### src/rtl/display_scan_ctrl.sv
// Purpose: frame scheduler time-sharing one display_decoder across NUM_CH channels into a 74HC595 chain.
// Latency: 1 + NUM_CH + nbits*(2+2*DIV) + DIV + 1 cycles per frame (decoder answering immediately).
// Backpressure: start ignored while busy (not queued); dec_busy stalls each bit, aborting after TIMEOUT cycles.
module display_scan_ctrl #(
   parameter int NUM_CH         = 4,
   parameter int DIV            = 4,
   parameter int BITS_PER_DIGIT = 8,
   parameter int TIMEOUT        = 255
) (
   input  logic                   clk,
   input  logic                   rst,
   input  logic                   start,
   input  logic [NUM_CH*16-1:0]   ch_data,
   input  logic [NUM_CH*2-1:0]    ch_digits,
   output logic                   busy,
   output logic                   frame_done,
   output logic                   err,
   output logic [15:0]            dec_data,
   output logic [1:0]             dec_digit_count,
   output logic                   dec_next,
   input  logic                   dec_led_data,
   input  logic                   dec_busy,
   output logic                   sr_clk,
   output logic                   sr_data,
   output logic                   sr_latch
);

   localparam int CW = (NUM_CH > 1) ? $clog2(NUM_CH) : 1;
   localparam int DW = (DIV > 1) ? $clog2(DIV) : 1;
   localparam int TW = $clog2(TIMEOUT + 1);
   localparam int BW = 5;

   localparam logic [2:0] S_IDLE  = 3'd0;
   localparam logic [2:0] S_LOAD  = 3'd1;
   localparam logic [2:0] S_REQ   = 3'd2;
   localparam logic [2:0] S_WAIT  = 3'd3;
   localparam logic [2:0] S_SHLO  = 3'd4;
   localparam logic [2:0] S_SHHI  = 3'd5;
   localparam logic [2:0] S_LATCH = 3'd6;
   localparam logic [2:0] S_DONE  = 3'd7;

   logic [2:0]    state;
   logic [CW-1:0] ch_idx;
   logic [BW-1:0] bit_cnt;   // bits still to shift for the current channel, including the one in flight
   logic [DW-1:0] div_cnt;
   logic [TW-1:0] tcnt;
   logic [15:0]   snap_data [NUM_CH];
   logic [1:0]    snap_dig  [NUM_CH];
   logic [15:0]   cur_data;
   logic [1:0]    cur_dig;
   logic          div_last;

   assign cur_data = snap_data[ch_idx];
   assign cur_dig  = snap_dig[ch_idx];
   assign div_last = (div_cnt == DW'(DIV - 1));

   // Output decode from state; decoder inputs only carry channel data while a frame runs
   always_comb begin
      busy            = (state != S_IDLE) && (state != S_DONE);
      frame_done      = (state == S_DONE);
      dec_next        = (state == S_REQ);
      sr_clk          = (state == S_SHHI);
      sr_latch        = (state == S_LATCH);
      dec_data        = busy ? cur_data : 16'd0;
      dec_digit_count = busy ? cur_dig  : 2'd0;
   end

   // Frame FSM: snapshot, walk channels high to low, one decoder request per shifted bit
   always_ff @(posedge clk) begin
      if (rst) begin
         state   <= S_IDLE;
         ch_idx  <= '0;
         bit_cnt <= '0;
         div_cnt <= '0;
         tcnt    <= '0;
         sr_data <= 1'b0;
         err     <= 1'b0;
         for (int i = 0; i < NUM_CH; i++) begin
            snap_data[i] <= '0;
            snap_dig[i]  <= '0;
         end
      end else begin
         err <= 1'b0;
         case (state)
            S_IDLE: begin
               if (start) begin
                  for (int i = 0; i < NUM_CH; i++) begin
                     snap_data[i] <= ch_data[16*i +: 16];
                     snap_dig[i]  <= ch_digits[2*i +: 2];
                  end
                  ch_idx <= CW'(NUM_CH - 1);
                  state  <= S_LOAD;
               end
            end
            S_LOAD: begin
               if (cur_dig == 2'd0) begin
                  // empty channel: skip without touching the decoder
                  if (ch_idx == '0) begin
                     div_cnt <= '0;
                     state   <= S_LATCH;
                  end else begin
                     ch_idx <= ch_idx - CW'(1);
                  end
               end else begin
                  bit_cnt <= BW'(BITS_PER_DIGIT) * BW'(cur_dig);
                  state   <= S_REQ;
               end
            end
            S_REQ: begin
               // the request cycle itself counts toward the timeout
               tcnt  <= TW'(1);
               state <= S_WAIT;
            end
            S_WAIT: begin
               if (!dec_busy) begin
                  sr_data <= dec_led_data;
                  div_cnt <= '0;
                  state   <= S_SHLO;
               end else if (tcnt == TW'(TIMEOUT)) begin
                  err   <= 1'b1;
                  state <= S_IDLE;
               end else begin
                  tcnt <= tcnt + TW'(1);
               end
            end
            S_SHLO: begin
               if (div_last) begin
                  div_cnt <= '0;
                  state   <= S_SHHI;
               end else begin
                  div_cnt <= div_cnt + DW'(1);
               end
            end
            S_SHHI: begin
               if (div_last) begin
                  div_cnt <= '0;
                  if (bit_cnt != BW'(1)) begin
                     bit_cnt <= bit_cnt - BW'(1);
                     state   <= S_REQ;
                  end else if (ch_idx == '0) begin
                     state <= S_LATCH;
                  end else begin
                     ch_idx <= ch_idx - CW'(1);
                     state  <= S_LOAD;
                  end
               end else begin
                  div_cnt <= div_cnt + DW'(1);
               end
            end
            S_LATCH: begin
               if (div_last) begin
                  div_cnt <= '0;
                  state   <= S_DONE;
               end else begin
                  div_cnt <= div_cnt + DW'(1);
               end
            end
            S_DONE: begin
               state <= S_IDLE;
            end
            default: begin
               state <= S_IDLE;
            end
         endcase
      end
   end

endmodule

### config.mk
export PLATFORM = sky130hd
export DESIGN_NAME = display_scan_ctrl
export DESIGN_NICKNAME = d
export VERILOG_FILES = /design/src/rtl/display_scan_ctrl.sv
export SDC_FILE = /design/constraint.sdc
export NUM_CORES = 1
export LEC_CHECK = 0
export ABC_CLOCK_PERIOD_IN_PS = 2800
export BUFFER_PORTS_ARGS = -buffer_cell sky130_fd_sc_hd__buf_2
export CAP_MARGIN = 0
export CORE_MARGIN = 2
export CORE_UTILIZATION = 37
export CTS_BUF_LIST = sky130_fd_sc_hd__clkbuf_16
export CTS_CLUSTER_DIAMETER = 80
export DETAILED_ROUTE_END_ITERATION = 12
export PLACE_DENSITY_LB_ADDON = 0.05
export SETUP_SLACK_MARGIN = 0.4
export SYNTH_ARGS = -nofsm -noshare
export SYNTH_HDL_FRONTEND = slang
export SYNTH_SLANG_ARGS = --single-unit
export TNS_END_PERCENT = 30
### constraint.sdc
create_clock -name clk -period 2.8 [get_ports clk]
set_input_delay 0.14 -clock clk [delete_from_list [all_inputs] [get_ports clk]]
set_output_delay 0.14 -clock clk [all_outputs]
set_load 0.05 [all_outputs]
==> Word level (Yosys, flattened, before mapping) <==
Memory sizes are Yosys's and may differ from the RTL's. A register that Yosys moved wholly into a read port is not among the register bits.
Index checks and enable logic that the tools add are counted.
{ "word_totals": {"register_bits": 22, "ramBits": 72, "input_bits": 77, "out_inout_bits": 25, "word_cells": 115, "mem_count": 2} }
{ "classes": {"n_addsub": 4, "n_eq_ne": 25, "mux": 50, "bitwise": 10, "reduce_logical": 17} }
{ "memory_table": {"columns": ["name", "depth", "width", "read_ports", "rd_clocked_by_memory_dff", "write_ports", "line", "rtl"], "rows": [
  ["snap_data", 4, 16, 1, 1, 4, "47", "logic [15:0] snap_data [NUM_CH];"],
  ["snap_dig", 4, 2, 1, 1, 4, "48", "logic [1:0] snap_dig [NUM_CH];"]
]} }
{ "ops": {"columns": ["op", "count"], "rows": [
  ["$mux 16", 5],
  ["$mux 2", 18],
  ["$mux 3", 10],
  ["$pmux 3 s8", 1],
  ["$ne 2x2->1 const B", 9],
  ["$mux 8", 2],
  ["$pmux 8 s2", 1],
  ["$mux 5", 3],
  ["$eq 3x3->1 const B", 4],
  ["$pmux 2 s3", 2],
  ["$pmux 5 s2", 1],
  ["$ne 3x3->1 const B", 3],
  ["$reduce_bool 3->1", 3],
  ["$add 8x1->8 const B", 1],
  ["$eq 8x8->1 const B", 1],
  ["$or 1x1->1", 8],
  ["$reduce_and 4->1", 2],
  ["$mux 1", 7],
  ["$eq 3x2->1 const B", 2],
  ["$ne 2x1->1 const B", 3],
  ["$reduce_and 6->1", 1],
  ["$reduce_or 3->1", 2],
  ["$ne 5x1->1 const B", 1],
  ["$reduce_and 5->1", 1],
  ["other kinds (12)", 15]
]} }

==> Depth between registers and ports, before layout <==
Gate-level depths: netlist (run 1).
{ "logic_depth": {"word_depth": 7, "ltp_mapped": 7} }

==> Worst setup path before layout (run 1) <==
No wires, ideal clock.
{ "synth_timing": {"kind": "reg2reg", "from": "register state[2]", "to": "memory snap_data[0][0] (enable)", "setup_ps": 442, "t_arrival_ps": 2411, "required_time_ps": 2358, "path_slack_ps": -54, "stages_incl_launch_ff": 5, "path_buffers": 1, "synth_period_minus_slack_ps": 2854, "path_cell_list": "dfxtp_1 -> clkbuf_1 -> nor3_1 -> nand2_1 -> nand2b_1"} }
{ "synth_rtl": {"columns": ["item", "line", "rtl"], "rows": [
  ["start, declared", "42", "logic [2:0] state;"],
  ["start signal, assigned", "71", "state <= S_IDLE;"],
  ["start signal, assigned", "92", "state <= S_LOAD;"],
  ["start signal, assigned", "100", "state <= S_LATCH;"],
  ["end, declared", "47", null]
]} }

==> Worst setup path in the final report (run 1) <==
{ "layout_timing": {"from": "register state[0]", "to": "output dec_data[14]"} }
{ "layout_via": {"elab_chain_len": 3, "word_cells_on_any_way": 4} }
{ "layout_lines": {"columns": ["item", "line", "rtl"], "rows": [
  ["$ne 3x3->1 or $reduce_bool 3->1 (tied branches)", "59", "busy = (state != S_IDLE) && (state != S_DONE);"],
  ["$logic_and 1x1->1 (*)", "59", null],
  ["$mux 16 (*)", "64", "dec_data = busy ? cur_data : 16'd0;"],
  ["end, declared", "18", "output logic [15:0] dec_data,"]
]} }
Every way passes the cells marked *; elsewhere a longest branch is shown, timed or not.

==> results of run 1 <==
sequential cells by signal, indices dropped and copies added, names as in the netlist, named ones only:
signal     cells
sr_data        1
snap_dig       8
snap_data     64
err            1
state          3
div_cnt        2
ch_idx         2
bit_cnt        5
tcnt           8
final timing paths:
| check | slack [ns] | to | from | depth (start not counted) |
|---|---|---|---|---|
| max reg2reg | 0.79 | state[1] | tcnt[0] | 6 |
| min reg2reg | 0.47 | div_cnt[0] | div_cnt[0] | 1 |
| max | 0.60 | dec_data[14] | state[0] | 4 |
| min | 0.04 | sr_data | dec_led_data | 3 |
stage by stage:
stage	area [sq um]	hold slack [ns]	total power [mW]	instances
after floorplan	4490	0.287	4.00	354
after global routing	5450	0.0660	6.04	602
after CTS	5440	0.0329	5.78	602
after global placement	5150	0.375	4.54	586
final	5450	0.0438	5.69	603
after detailed placement	5150	0.392	4.58	586
area by class of cell:
cell class,count,area (sq um)
fill,1146,6460
sequential,96,2650
multi-input combinational,228,1740
timing repair buffer,106,559
clock buffer,9,225
tap,147,184
clock inverter,7,58.8
inverter,9,33.8
antenna,1,2.50
cell usage in the layout (no fill, tap or decap), drive strengths merged, types with 3 or more instances in the layout:
cell / instances
a21oi: 11
nand3: 4
and2: 73
clkinv: 3
nor3: 8
nand2: 14
o21ai: 7
buf: 106
edfxtp: 72
a211oi: 5
clkbuf: 9
ha: 4
nor2b: 19
xnor2: 5
inv: 12
nor2: 22
dfxtp: 24
nand2b: 4
mux4: 18
worst max-delay path: cells and delay by family, from the launching register on:
family	cells	cell delay, ns
AND/OR/NAND/NOR	3	0.98
flip-flops	1	0.45
buffers and inverters	1	0.29
routing by layer:
layer	vias to the layer above	global-route usage [%]	part of all wire (%)
met4	0	6.18	1.5
met3	9	3.92	5.0
met2	65	22.6	47
li1	1475	-	-
met1	1379	19.4	47
met5	-	0	0
power by group:
group | switching (mW) | total (mW) | internal (mW)
combinational | 1.48 | 2.30 | 0.820
clock | 0.504 | 1.18 | 0.680
sequential | 0.228 | 2.21 | 1.98
logic make-up after synthesis:
group                      count (synthesis)
and+or+nand+nor                          160
DFF                                       96
buffers and inverters                     30
AOI/OAI and AO/OA                         37
adders and majority gates                  4
xor gates and xnor gates                   7
muxes                                     20
==> metrics.md, run 1 <==
| Metric | Value |
|---|---|
| Status | `finished, final reports clean` |
| Hold Violations, Final | `0` |
| Buffer cell driving the clock tree root | `sky130_fd_sc_hd__clkbuf_16` |
| Via count | `around 3,000` |
| TritonCTS clock tree | `yes` |
| Final worst slack | `between 0.5 and 0.6 ns` |
| Max Fanout on Critical Path | `19` |
| Leakage | `2.20 nW` |
| Boundary Pins | `a little over 100` |
| Htree depth | `3` |
| Core Util, Final | `45.7%` |
| Setup Crit Path Kind | `reg -> out` |
| Worst hold-check path type | `in -> reg` |
| Worst Setup Start Kind | `register` |
| Upper clock frequency limit | `between 400 and 500 MHz` |
| Most numerous cell in the Yosys netlist | `sky130_fd_sc_hd__and2_1` |
| Wire length of the first global-routing pass | `14.6 mm` |
| Share of synthesized area occupied by flip-flops and latches | `between 50% and 60%` |
| Crit path arrival time | `roughly 2.1 ns` |
| HPWL reported at the end of detailed placement | `just over 6 mm` |
| Mean routed wirelength per cell | `between 15 and 20 um` |
| Effective utilization at floorplan | `a little under two fifths` |
| Synthesized-area fraction occupied by and/or/nand/nor cells | `around a fifth` |
| Clock-pin slew of the registers on the worst-case setup and hold paths | `0.07 ns` |
| Total negative slack | `0 ns` |
| Fraction of the mapped netlist area in compound gates | `between 5 and 6%` |
| Synthesis warning total | `0` |
| Fin crit share | `roughly four fifths` |
| Endpoint kind of the worst setup timing path | `primary output` |
| Number of enable flip-flop cells after synthesis | `72` |
| Detailed-router iteration count before antenna repair | `4` |
| Average cell area after synthesis | `~13 sq um` |
| Prevailing post-synth register cell | `sky130_fd_sc_hd__edfxtp_1` |
| Pwr Density | `1050 nW/um^2` |
| Proportion of layout cells with a drive suffix above 1 | `around a third` |
| Synthesized net count | `around 440` |
| Number of design-rule violations left by the first detailed-router iteration | `between 150 and 200` |
| Worst rel slew slack | `between 60 and 70%` |
| Final Max Tran Viols | `0` |
| Maximum cell stage delay along the critical path | `between 0.4 and 0.5 ns` |
| Post-CTS Repair Setup Buffers | `0` |
| Full die area | `between 10,000 and 15,000 sq um` |
| Synth cell count leaders | `sky130_fd_sc_hd__and2_1, sky130_fd_sc_hd__edfxtp_1, sky130_fd_sc_hd__dfxtp_1, sky130_fd_sc_hd__nor2_1, sky130_fd_sc_hd__nor2b_1` |
| Distinct cell type count of the synthesized netlist | `50` |
| Worst slack at placement | `a little over 0.8 ns` |
| WP data required | `~2.7 ns` |
| Final antenna-violating net count | `0` |
| Number of remaining DRC errors | `0` |
| Worst Skew | `around 0.007 ns` |
| Unrepaired setup endpoints after global routing | `no` |
| Transition time of the tightest slew-check pin | `~0.53 ns` |
| Share of flip-flops with an asynchronous set or reset | `0%` |
| Width of the die | `between 100 and 150 um` |
| Xor-xnor portion of the synthesized cell area | `approximately 1.4%` |
| Remaining global-route overflow | `0` |
| Maximum number of pins on one net before global-route repair | `73` |
| Syn Std Cell Area | `between 4000 and 5000 sq um` |
| Max Cap Viol | `0` |
| Core Area | `roughly 12,000 sq um` |
| DIE HEIGHT | `roughly 110 um` |
| Adder-cell share of the synthesized area | `under 10%` |
| Post-layout min period | `2.20 ns` |
| Cell types occupying the most area after synthesis | `sky130_fd_sc_hd__edfxtp_1, sky130_fd_sc_hd__dfxtp_1, sky130_fd_sc_hd__and2_1` |
| Insertion delay to the later sink of the worst-skew pair | `approximately 0.33 ns` |
| Aggregate routed wire length | `9.08 mm` |
| P&R area growth vs syn | `21.3%` |
| Maximum clock path buffer count | `2` |
| Number of clock sinks seen by CTS | `96` |
| Proportion of synthesized area in mux cells | `about 9.6%` |
| Via count of the first global-routing pass | `around 3,000` |
| Cell count after synthesis | `354` |
| Slowest-stage cell, CP | `sky130_fd_sc_hd__or2_2` |
| Via-per-instance ratio | `~4.9` |
| Area leader, netlist | `sky130_fd_sc_hd__edfxtp_1` |
| Initial antenna violation count | `1` |
| Number of nets in the layout | `roughly 530` |
| Final estimated routing congestion in global placement | `0.772` |
| Number of port buffers | `about 100` |
| Number of gates resized after cts | `0` |
| Share of Yosys cell area claimed by the top area cell type | `48.1%` |
| CP cell instances | `and3_1, or2_2, nor2b_1, buf_2` |
| Largest vdd supply drop | `between 0.0003 and 0.0004 V` |
| Number of placement rows | `40` |
| Cts-stage hold buffer count | `0` |
| Dominant combinational cell family by area after synthesis | `simple AND/OR/NAND/NOR gates` |
| Total track usage | `approximately 15%` |
| Setup-failing EPs final | `0` |
| TritonCTS buffer count | `9` |
| Number of synthesized register bits | `96` |
No activity file was read; power rests on OpenSTA's default activity.
==> inputs of run 2 (changes only) <==
--- a/config.mk
+++ b/config.mk
@@ -5,7 +5,7 @@
 export SDC_FILE = /design/constraint.sdc
 export NUM_CORES = 1
 export LEC_CHECK = 0
-export ABC_CLOCK_PERIOD_IN_PS = 2800
+export ABC_CLOCK_PERIOD_IN_PS = 1800
 export BUFFER_PORTS_ARGS = -buffer_cell sky130_fd_sc_hd__buf_2
 export CAP_MARGIN = 0
 export CORE_MARGIN = 2
==> constraint.sdc (replaced) <==
create_clock -name clk -period 1.8 [get_ports clk]
set_input_delay 0.09 -clock clk [delete_from_list [all_inputs] [get_ports clk]]
set_output_delay 0.09 -clock clk [all_outputs]
set_load 0.05 [all_outputs]
==> run 2 against run 1 <==
Against the previous run:
- the flow now finishes with violations (setup timing)
- final area is 29% higher
- global-route usage is 2.2 points higher
- via count is 12% higher
- critical path depth is 1 higher
- utilization is 13 points higher
- sequential power is 52% higher
- power is 110% higher
==> metrics.md, run 2 (synthesized netlist as in run 1, its figures left out) <==
| Metric | Value |
|---|---|
| Post-layout min period | `between 1.5 and 2 ns` |
| Final estimated routing congestion in global placement | `around 0.79` |
| Worst slack at placement | `roughly 0.0044 ns` |
| Detailed-router iteration count before antenna repair | `4` |
| Worst Skew | `around 0.0042 ns` |
| Fin crit share | `103%` |
| Mean routed wirelength per cell | `between 15 and 20 um` |
| Final antenna-violating net count | `0` |
| Combinational power share | `around 55%` |
| Largest vdd supply drop | `between 0.0007 and 0.0008 V` |
| Switching power summed over all nets | `roughly 4.3 mW` |
| Violations in the final reports | `setup timing` |
| Effective utilization at floorplan | `a little under two fifths` |
| Buffer cell driving the clock tree root | `sky130_fd_sc_hd__clkbuf_16` |
| Max Cap Viol | `0` |
| Leakage | `roughly 2.8 nW` |
| Worst rel slew slack | `between 70% and 80%` |
| TritonCTS clock tree | `yes` |
| P&R area growth vs syn | `55.9%` |
| Crit path arrival time | `around 1.8 ns` |
| Status | `finished with violations` |
| WP data required | `~1.7 ns` |
| DIE HEIGHT | `~110 um` |
| Number of port buffers | `between 100 and 150` |
| Total track usage | `between 15 and 20%` |
| Number of flip-flops under the largest register name | `64` |
| Maximum number of pins on one net before global-route repair | `53` |
| Endpoint kind of the worst setup timing path | `primary output` |
| Total negative slack | `-0.387 ns` |
| Hold Violations, Final | `0` |
| Number of nets in the layout | `around 600` |
| Number of remaining DRC errors | `0` |
| Number of placement rows | `40` |
| Number of cells on the worst hold path | `2` |
| Internal power | `between 7 and 8 mW` |
| Diode insertion count for antenna repair | `0` |
| Pwr Density | `around 1700 nW/um^2` |
| Unrepaired setup endpoints after global routing | `yes` |
| Transition time of the tightest slew-check pin | `approximately 0.43 ns` |
| Via count | `approximately 3,300` |
| Sequential Power Share | `~28%` |
| Via count of the first global-routing pass | `3,367` |
| Final worst slack | `-0.0559 ns` |
| Slack of the worst reg-to-reg path | `-0.02 ns` |
| Most used cells in the layout excluding fill and tap cells | `sky130_fd_sc_hd__buf_2, sky130_fd_sc_hd__and2_4, sky130_fd_sc_hd__edfxtp_1` |
| Setup Crit Path Kind | `reg -> out` |
| R2r worst-path depth | `6` |
| Remaining global-route overflow | `0` |
| Htree depth | `3` |
| Worst hold-check path type | `in -> reg` |
| Final worst hold slack | `0.0366 ns` |
| Final Max Tran Viols | `0` |
| Max Fanout on Critical Path | `6` |
| Boundary Pins | `about 100` |
| TritonCTS buffer count | `9` |
| Core Util, Final | `between 50% and 60%` |
| Proportion of layout cells with a drive suffix above 1 | `between 60 and 70%` |
| Clock-pin slew of the registers on the worst-case setup and hold paths | `~0.060 ns` |
| Number of design-rule violations left by the first detailed-router iteration | `roughly 120` |
| Most common cell after layout, fill and taps aside | `sky130_fd_sc_hd__buf_2` |
| Via-per-instance ratio | `about 5` |
| Placed Cells incl. Taps | `roughly 620` |
| Final Non-Filler Cells | `664` |
| Worst Setup Start Kind | `register` |
| Initial antenna violation count | `0` |
| Top flop regs | `snap_data (64), snap_dig (8), tcnt (8)` |
| Aggregate routed wire length | `about 11 mm` |
| Insertion delay to the later sink of the worst-skew pair | `about 0.34 ns` |
| Wire length of the first global-routing pass | `about 17 mm` |
| Upper clock frequency limit | `around 540 MHz` |
| Core Area | `between 10,000 and 15,000 sq um` |
| Number of clock sinks seen by CTS | `96` |
| Final instance area | `about 7000 sq um` |
| Full die area | `about 13,000 sq um` |
| Width of the die | `114 um` |
| Portion of total power attributed to the clock network | `between 10% and 20%` |
| Total power after layout | `~12 mW` |
| Setup-failing EPs final | `13` |
| Post-placement cell area | `about 5600 sq um` |
| HPWL reported at the end of detailed placement | `6.64 mm` |
| Register containing the most flip-flops in the final layout | `snap_data` |
| Switching power share of the total | `35.5%` |
| Maximum clock path buffer count | `2` |
## run 2: changes by cell type in the layout (fill, tap and decap cells not counted), moves of 5 or more
cell	change
sky130_fd_sc_hd__and2_1	-73
sky130_fd_sc_hd__nor2b_1	-19
sky130_fd_sc_hd__buf_8	+9
sky130_fd_sc_hd__buf_12	+10
sky130_fd_sc_hd__nor2b_4	+16
sky130_fd_sc_hd__and2_4	+73
sky130_fd_sc_hd__buf_4	+24
sky130_fd_sc_hd__buf_6	+35
sky130_fd_sc_hd__a21oi_1	-5
sky130_fd_sc_hd__inv_1	-6
sky130_fd_sc_hd__buf_2	-22
sky130_fd_sc_hd__nand2_1	-5
## run 2: what timing repair did
action                                  4_1_cts  5_1_grt
pin swaps                                   102       69
hold buffers                                  1        0
endpoints found under the setup margin      189      189
hold endpoints to repair                      1        0
buffers inserted                             24        2
cloned                                        3        4
gates resized for setup                     194       20
## run 2: metal layers
| layer | track usage, % | vias to the layer above | share of wire (%) | wire [um] |
|---|---|---|---|---|
| met4 | 7.32 | 0 | 1.7 | 186 |
| met2 | 28.0 | 68 | 52 | 5600 |
| met1 | 21.2 | 1591 | 42 | 4510 |
| met5 | 0 | - | 0 | 0 |
| met3 | 3.44 | 15 | 3.8 | 408 |
| li1 | - | 1597 | - | - |
## run 2: final timing paths
path | start | endpoint
setup / recovery | register | dec_data[7]
setup reg to reg | register | register
hold / removal | ch_data[20] | snap_data[1][4]
hold reg to reg | div_cnt[0] | div_cnt[0]
## run 2: worst max-delay path, cell delays in order, from the launching register on
cell and delay, ns:
sky130_fd_sc_hd__dfxtp_4 0.41, sky130_fd_sc_hd__buf_12 0.12, sky130_fd_sc_hd__buf_16 0.12, sky130_fd_sc_hd__mux4_2 0.49, sky130_fd_sc_hd__nor2b_4 0.14, sky130_fd_sc_hd__buf_6 0.14
## run 2: layout make-up
type                       count  area (sq um)
clock buffer                   9           225
clock inverter                 5          97.6
fill                         998          4910
inverter                       9          43.8
multi-input combinational    228          2240
sequential                    96          2660
tap                          147           184
timing repair buffer         170          1550
## run 2: power by group through the flow
stage / logic, mW / registers [mW] / clock network (mW)
6_report: 6.63 / 3.37 / 2.11
2_1_floorplan: 3.55 / 3.26 / 0
5_1_grt: 7.04 / 3.44 / 2.25
4_1_cts: 6.30 / 3.35 / 2.16
3_5_place_dp: 4.60 / 3.37 / 0
3_3_place_gp: 4.59 / 3.35 / 0
==> inputs of run 3 (changes only) <==
--- a/config.mk
+++ b/config.mk
@@ -5,11 +5,12 @@
 export SDC_FILE = /design/constraint.sdc
 export NUM_CORES = 1
 export LEC_CHECK = 0
-export ABC_CLOCK_PERIOD_IN_PS = 1800
+export ABC_AREA = 1
+export ABC_CLOCK_PERIOD_IN_PS = 1600
 export BUFFER_PORTS_ARGS = -buffer_cell sky130_fd_sc_hd__buf_2
 export CAP_MARGIN = 0
 export CORE_MARGIN = 2
-export CORE_UTILIZATION = 37
+export CORE_UTILIZATION = 25
 export CTS_BUF_LIST = sky130_fd_sc_hd__clkbuf_16
 export CTS_CLUSTER_DIAMETER = 80
 export DETAILED_ROUTE_END_ITERATION = 12
==> constraint.sdc (replaced) <==
create_clock -name clk -period 1.6 [get_ports clk]
set_input_delay 0.08 -clock clk [delete_from_list [all_inputs] [get_ports clk]]
set_output_delay 0.08 -clock clk [all_outputs]
set_load 0.05 [all_outputs]
==> run 3 against run 2 <==
Against the previous run:
- the run still ends with setup timing left
- final cell count rose by 55%
- sequential share of layout area is 4.2 points lower
- via count increased by 29%
- setup slack worse by 0.076 ns
- sequential cell count is the same
- die area increased by 59%
- final area up 13%
- hold slack worse by 0.0096 ns
- largest cell class unchanged
==> metrics.md, run 3 <==
| Metric | Value |
|---|---|
| Status | `finished with violations` |
| Violations in the final reports | `setup timing` |
| Switching power summed over all nets | `slightly below 6 mW` |
| Total track usage | `around 14%` |
| R2r worst-path depth | `10` |
| Upper clock frequency limit | `around 580 MHz` |
| Share of flip-flops with an asynchronous set or reset | `0%` |
| Insertion delay to the later sink of the worst-skew pair | `about 0.34 ns` |
| Worst hold-check path type | `in -> reg` |
| Sequential Power Share | `between 20 and 30%` |
| Share of Yosys cell area claimed by the top area cell type | `44.2%` |
| Most common cell after layout, fill and taps aside | `sky130_fd_sc_hd__inv_1` |
| Full die area | `20,700 sq um` |
| Portion of total power attributed to the clock network | `between 10 and 15%` |
| Most numerous cell in the Yosys netlist | `sky130_fd_sc_hd__nor2_1` |
| Width of the die | `around 140 um` |
| Prevailing post-synth register cell | `sky130_fd_sc_hd__edfxtp_1` |
| TritonCTS clock tree | `yes` |
| WP data required | `roughly 1.5 ns` |
| HPWL reported at the end of detailed placement | `10.0 mm` |
| Max Fanout on Critical Path | `6` |
| Most used cells in the layout excluding fill and tap cells | `sky130_fd_sc_hd__inv_1, sky130_fd_sc_hd__nor2_1, sky130_fd_sc_hd__buf_2` |
| Worst Skew | `0.00685 ns` |
| Area used by sequential logic in the layout | `~2700 sq um` |
| Number of synthesized register bits | `96` |
| Syn Std Cell Area | `just under 5000 sq um` |
| Number of remaining DRC errors | `0` |
| Leakage | `between 3 and 4 nW` |
| Switching power share of the total | `a little over two fifths` |
| Top flop regs | `snap_data (64), snap_dig (8), tcnt (8)` |
| Area leader, netlist | `sky130_fd_sc_hd__edfxtp_1` |
| Setup-failing EPs final | `81` |
| Maximum number of pins on one net before global-route repair | `34` |
| Boundary Pins | `102` |
| Number of design-rule violations left by the first detailed-router iteration | `218` |
| Internal power | `between 7 and 8 mW` |
| HP Start | `ch_data[24]` |
| Core Util, Final | `40.8%` |
| Setup Crit Path Kind | `reg -> out` |
| Number of nets in the layout | `around 840` |
| Share of synthesized area occupied by flip-flops and latches | `a little over half` |
| Total power after layout | `~14 mW` |
| Transition time of the tightest slew-check pin | `between 0.3 and 0.4 ns` |
| Number of flip-flops under the largest register name | `64` |
| Number of port buffers | `just over 100` |
| Via count | `4,204` |
| Count of filler cells inserted in the layout | `1,969` |
| Number of clock sinks seen by CTS | `96` |
| Remaining global-route overflow | `0` |
| Final antenna-violating net count | `0` |
| Initial antenna violation count | `0` |
| Combinational power share | `about 58%` |
| Number of cells on the worst hold path | `3` |
| Fin crit share | `108%` |
| Average cell area after synthesis | `between 8 and 9 sq um` |
| Crit path arrival time | `between 1.5 and 2 ns` |
| Hold Violations, Final | `0` |
| Synthesized net count | `roughly 670` |
| Wire length of the first global-routing pass | `between 20 and 25 mm` |
| Register containing the most flip-flops in the final layout | `snap_data` |
| Max Cap Viol | `0` |
| Number of enable flip-flop cells after synthesis | `~70` |
| Endpoint kind of the worst setup timing path | `primary output` |
| Proportion of layout cells with a drive suffix above 1 | `between 40% and 50%` |
| Core Area | `between 15,000 and 20,000 sq um` |
| Post-layout min period | `~1.7 ns` |
| Effective utilization at floorplan | `between 20% and 30%` |
| Worst rel slew slack | `between 70% and 80%` |
| Worst hold path endpoint | `snap_data[1][8]` |
| Clock-pin slew of the registers on the worst-case setup and hold paths | `~0.070 ns` |
| Area of the multi-input gates | `~2500 sq um` |
| Htree depth | `3` |
| Final Max Tran Viols | `0` |
| Slack of the worst reg-to-reg path | `-0.07 ns` |
| Buffer cell driving the clock tree root | `sky130_fd_sc_hd__clkbuf_16` |
| Detailed-router iteration count before antenna repair | `4` |
| Cell types occupying the most area after synthesis | `sky130_fd_sc_hd__edfxtp_1, sky130_fd_sc_hd__nor2_1, sky130_fd_sc_hd__dfxtp_1` |
| Via count of the first global-routing pass | `4,278` |
| Distinct cell type count of the synthesized netlist | `30` |
| P&R area growth vs syn | `61.2%` |
| Final estimated routing congestion in global placement | `0.800` |
| Capture point of the worst reg-to-reg path | `snap_data[3][10]` |
| Cell count after synthesis | `around 590` |
| DIE HEIGHT | `144 um` |
| Maximum clock path buffer count | `2` |
| Final worst slack | `-0.132 ns` |
| Reg-to-reg startpoint | `state[0]` |
| Via-per-instance ratio | `just over 4` |
| Synthesis warning total | `0` |
| Synth cell count leaders | `sky130_fd_sc_hd__nor2_1, sky130_fd_sc_hd__inv_1, sky130_fd_sc_hd__edfxtp_1, sky130_fd_sc_hd__nand2_1, sky130_fd_sc_hd__o21ai_0` |
| Pwr Density | `1760 nW/um^2` |
| TritonCTS buffer count | `9` |
| Largest vdd supply drop | `0.000973 V` |
| Diode insertion count for antenna repair | `0` |
| Total negative slack | `-3.47 ns` |
| Mean routed wirelength per cell | `14.6 um` |
| Worst Setup Start Kind | `register` |
| Unrepaired setup endpoints after global routing | `yes` |
| Aggregate routed wire length | `15.0 mm` |
| Number of placement rows | `between 50 and 60` |
[run 3: cell count changes in the layout (fill, tap and decap cells not counted), moves of 16 or more]
cell and change:
sky130_fd_sc_hd__and2_4 -73, sky130_fd_sc_hd__inv_1 +88, sky130_fd_sc_hd__nor2b_4 -16, sky130_fd_sc_hd__nand3_1 +24, sky130_fd_sc_hd__nor2_2 +46, sky130_fd_sc_hd__nand2_1 +46
sky130_fd_sc_hd__nor2_4 +36, sky130_fd_sc_hd__mux4_2 -18, sky130_fd_sc_hd__o21ai_2 +16, sky130_fd_sc_hd__nor2_1 +70
[run 3: cell type report]
class                   count  share of cell area, %
flip-flops and latches     96                   33.7
multi-input cells         371                   31.3
repair buffers            178                   22.2
inverters                 101                   5.25
well taps                 265                   4.20
clock buffers               9                   2.85
clock inverters             7                  0.412
[run 3: worst max-delay path by stage]
stage / from / end / slack [ns] / depth (start not counted)
global route: state[1] / dec_data[0] / -0.17 / 9
CTS: state[1] / dec_data[0] / -0.10 / 9
floorplan: state[2] / dec_data[10] / -0.05 / 8
detailed placement: tcnt[0] / tcnt[5] / -0.02 / 9
finish: state[0] / dec_data[0] / -0.13 / 9
global placement: state[1] / tcnt[5] / -0.01 / 7
[run 3: power groups by stage]
stage | clock network [mW] | registers, mW | logic [mW]
floorplan | 0 | 3.71 | 4.04
global placement | 0 | 3.88 | 5.53
detailed placement | 0 | 3.85 | 5.55
CTS | 2.02 | 3.88 | 7.38
global route | 2.11 | 3.96 | 8.61
finish | 1.95 | 3.89 | 8.05
[run 3: cells by family after synthesis]
kind of cell / synth area share (%)
flip-flops: 54.0
XOR/XNOR: 0.179
buffers and inverters: 11.0
AND/OR/NAND/NOR: 26.2
adder cells (fa/ha/maj): 1.02
AO/OA/AOI/OAI: 7.62
[run 3: metal layers]
metal	track usage (%)	share of wire, %
met5	0	0
met4	3.25	0.35
met3	3.13	3.5
met2	21.7	45
met1	21.2	51
[run 3: what timing repair did]
action,CTS,global route
setup endpoints to repair,187,191
setup buffers,22,8
cloned,7,8
hold buffers,1,0
resized for setup,212,68
endpoints found under the hold margin,1,0
pin swaps,39,29
[run 3: worst max-delay path, cell delays in order, from the launching register on]
cell and delay (ns):
sky130_fd_sc_hd__dfxtp_4 0.37, sky130_fd_sc_hd__nand2_2 0.07, sky130_fd_sc_hd__inv_2 0.05, sky130_fd_sc_hd__nand2_4 0.07, sky130_fd_sc_hd__inv_6 0.04, sky130_fd_sc_hd__nor2_4 0.15, sky130_fd_sc_hd__inv_6 0.08, sky130_fd_sc_hd__buf_12 0.15
sky130_fd_sc_hd__a21oi_4 0.14, sky130_fd_sc_hd__buf_6 0.18
[run 3: per-stage QoR]
step	worst slack, ns	hold WS [ns]	std cells	instance area, sq um
global route	-0.175	0.0303	1027	7890
finish	-0.132	0.0270	1027	7890
floorplan	-0.0486	0.244	588	5090
global placement	-0.0141	0.360	965	6130
CTS	-0.100	0.0149	1011	7400
detailed placement	-0.0171	0.360	965	6130
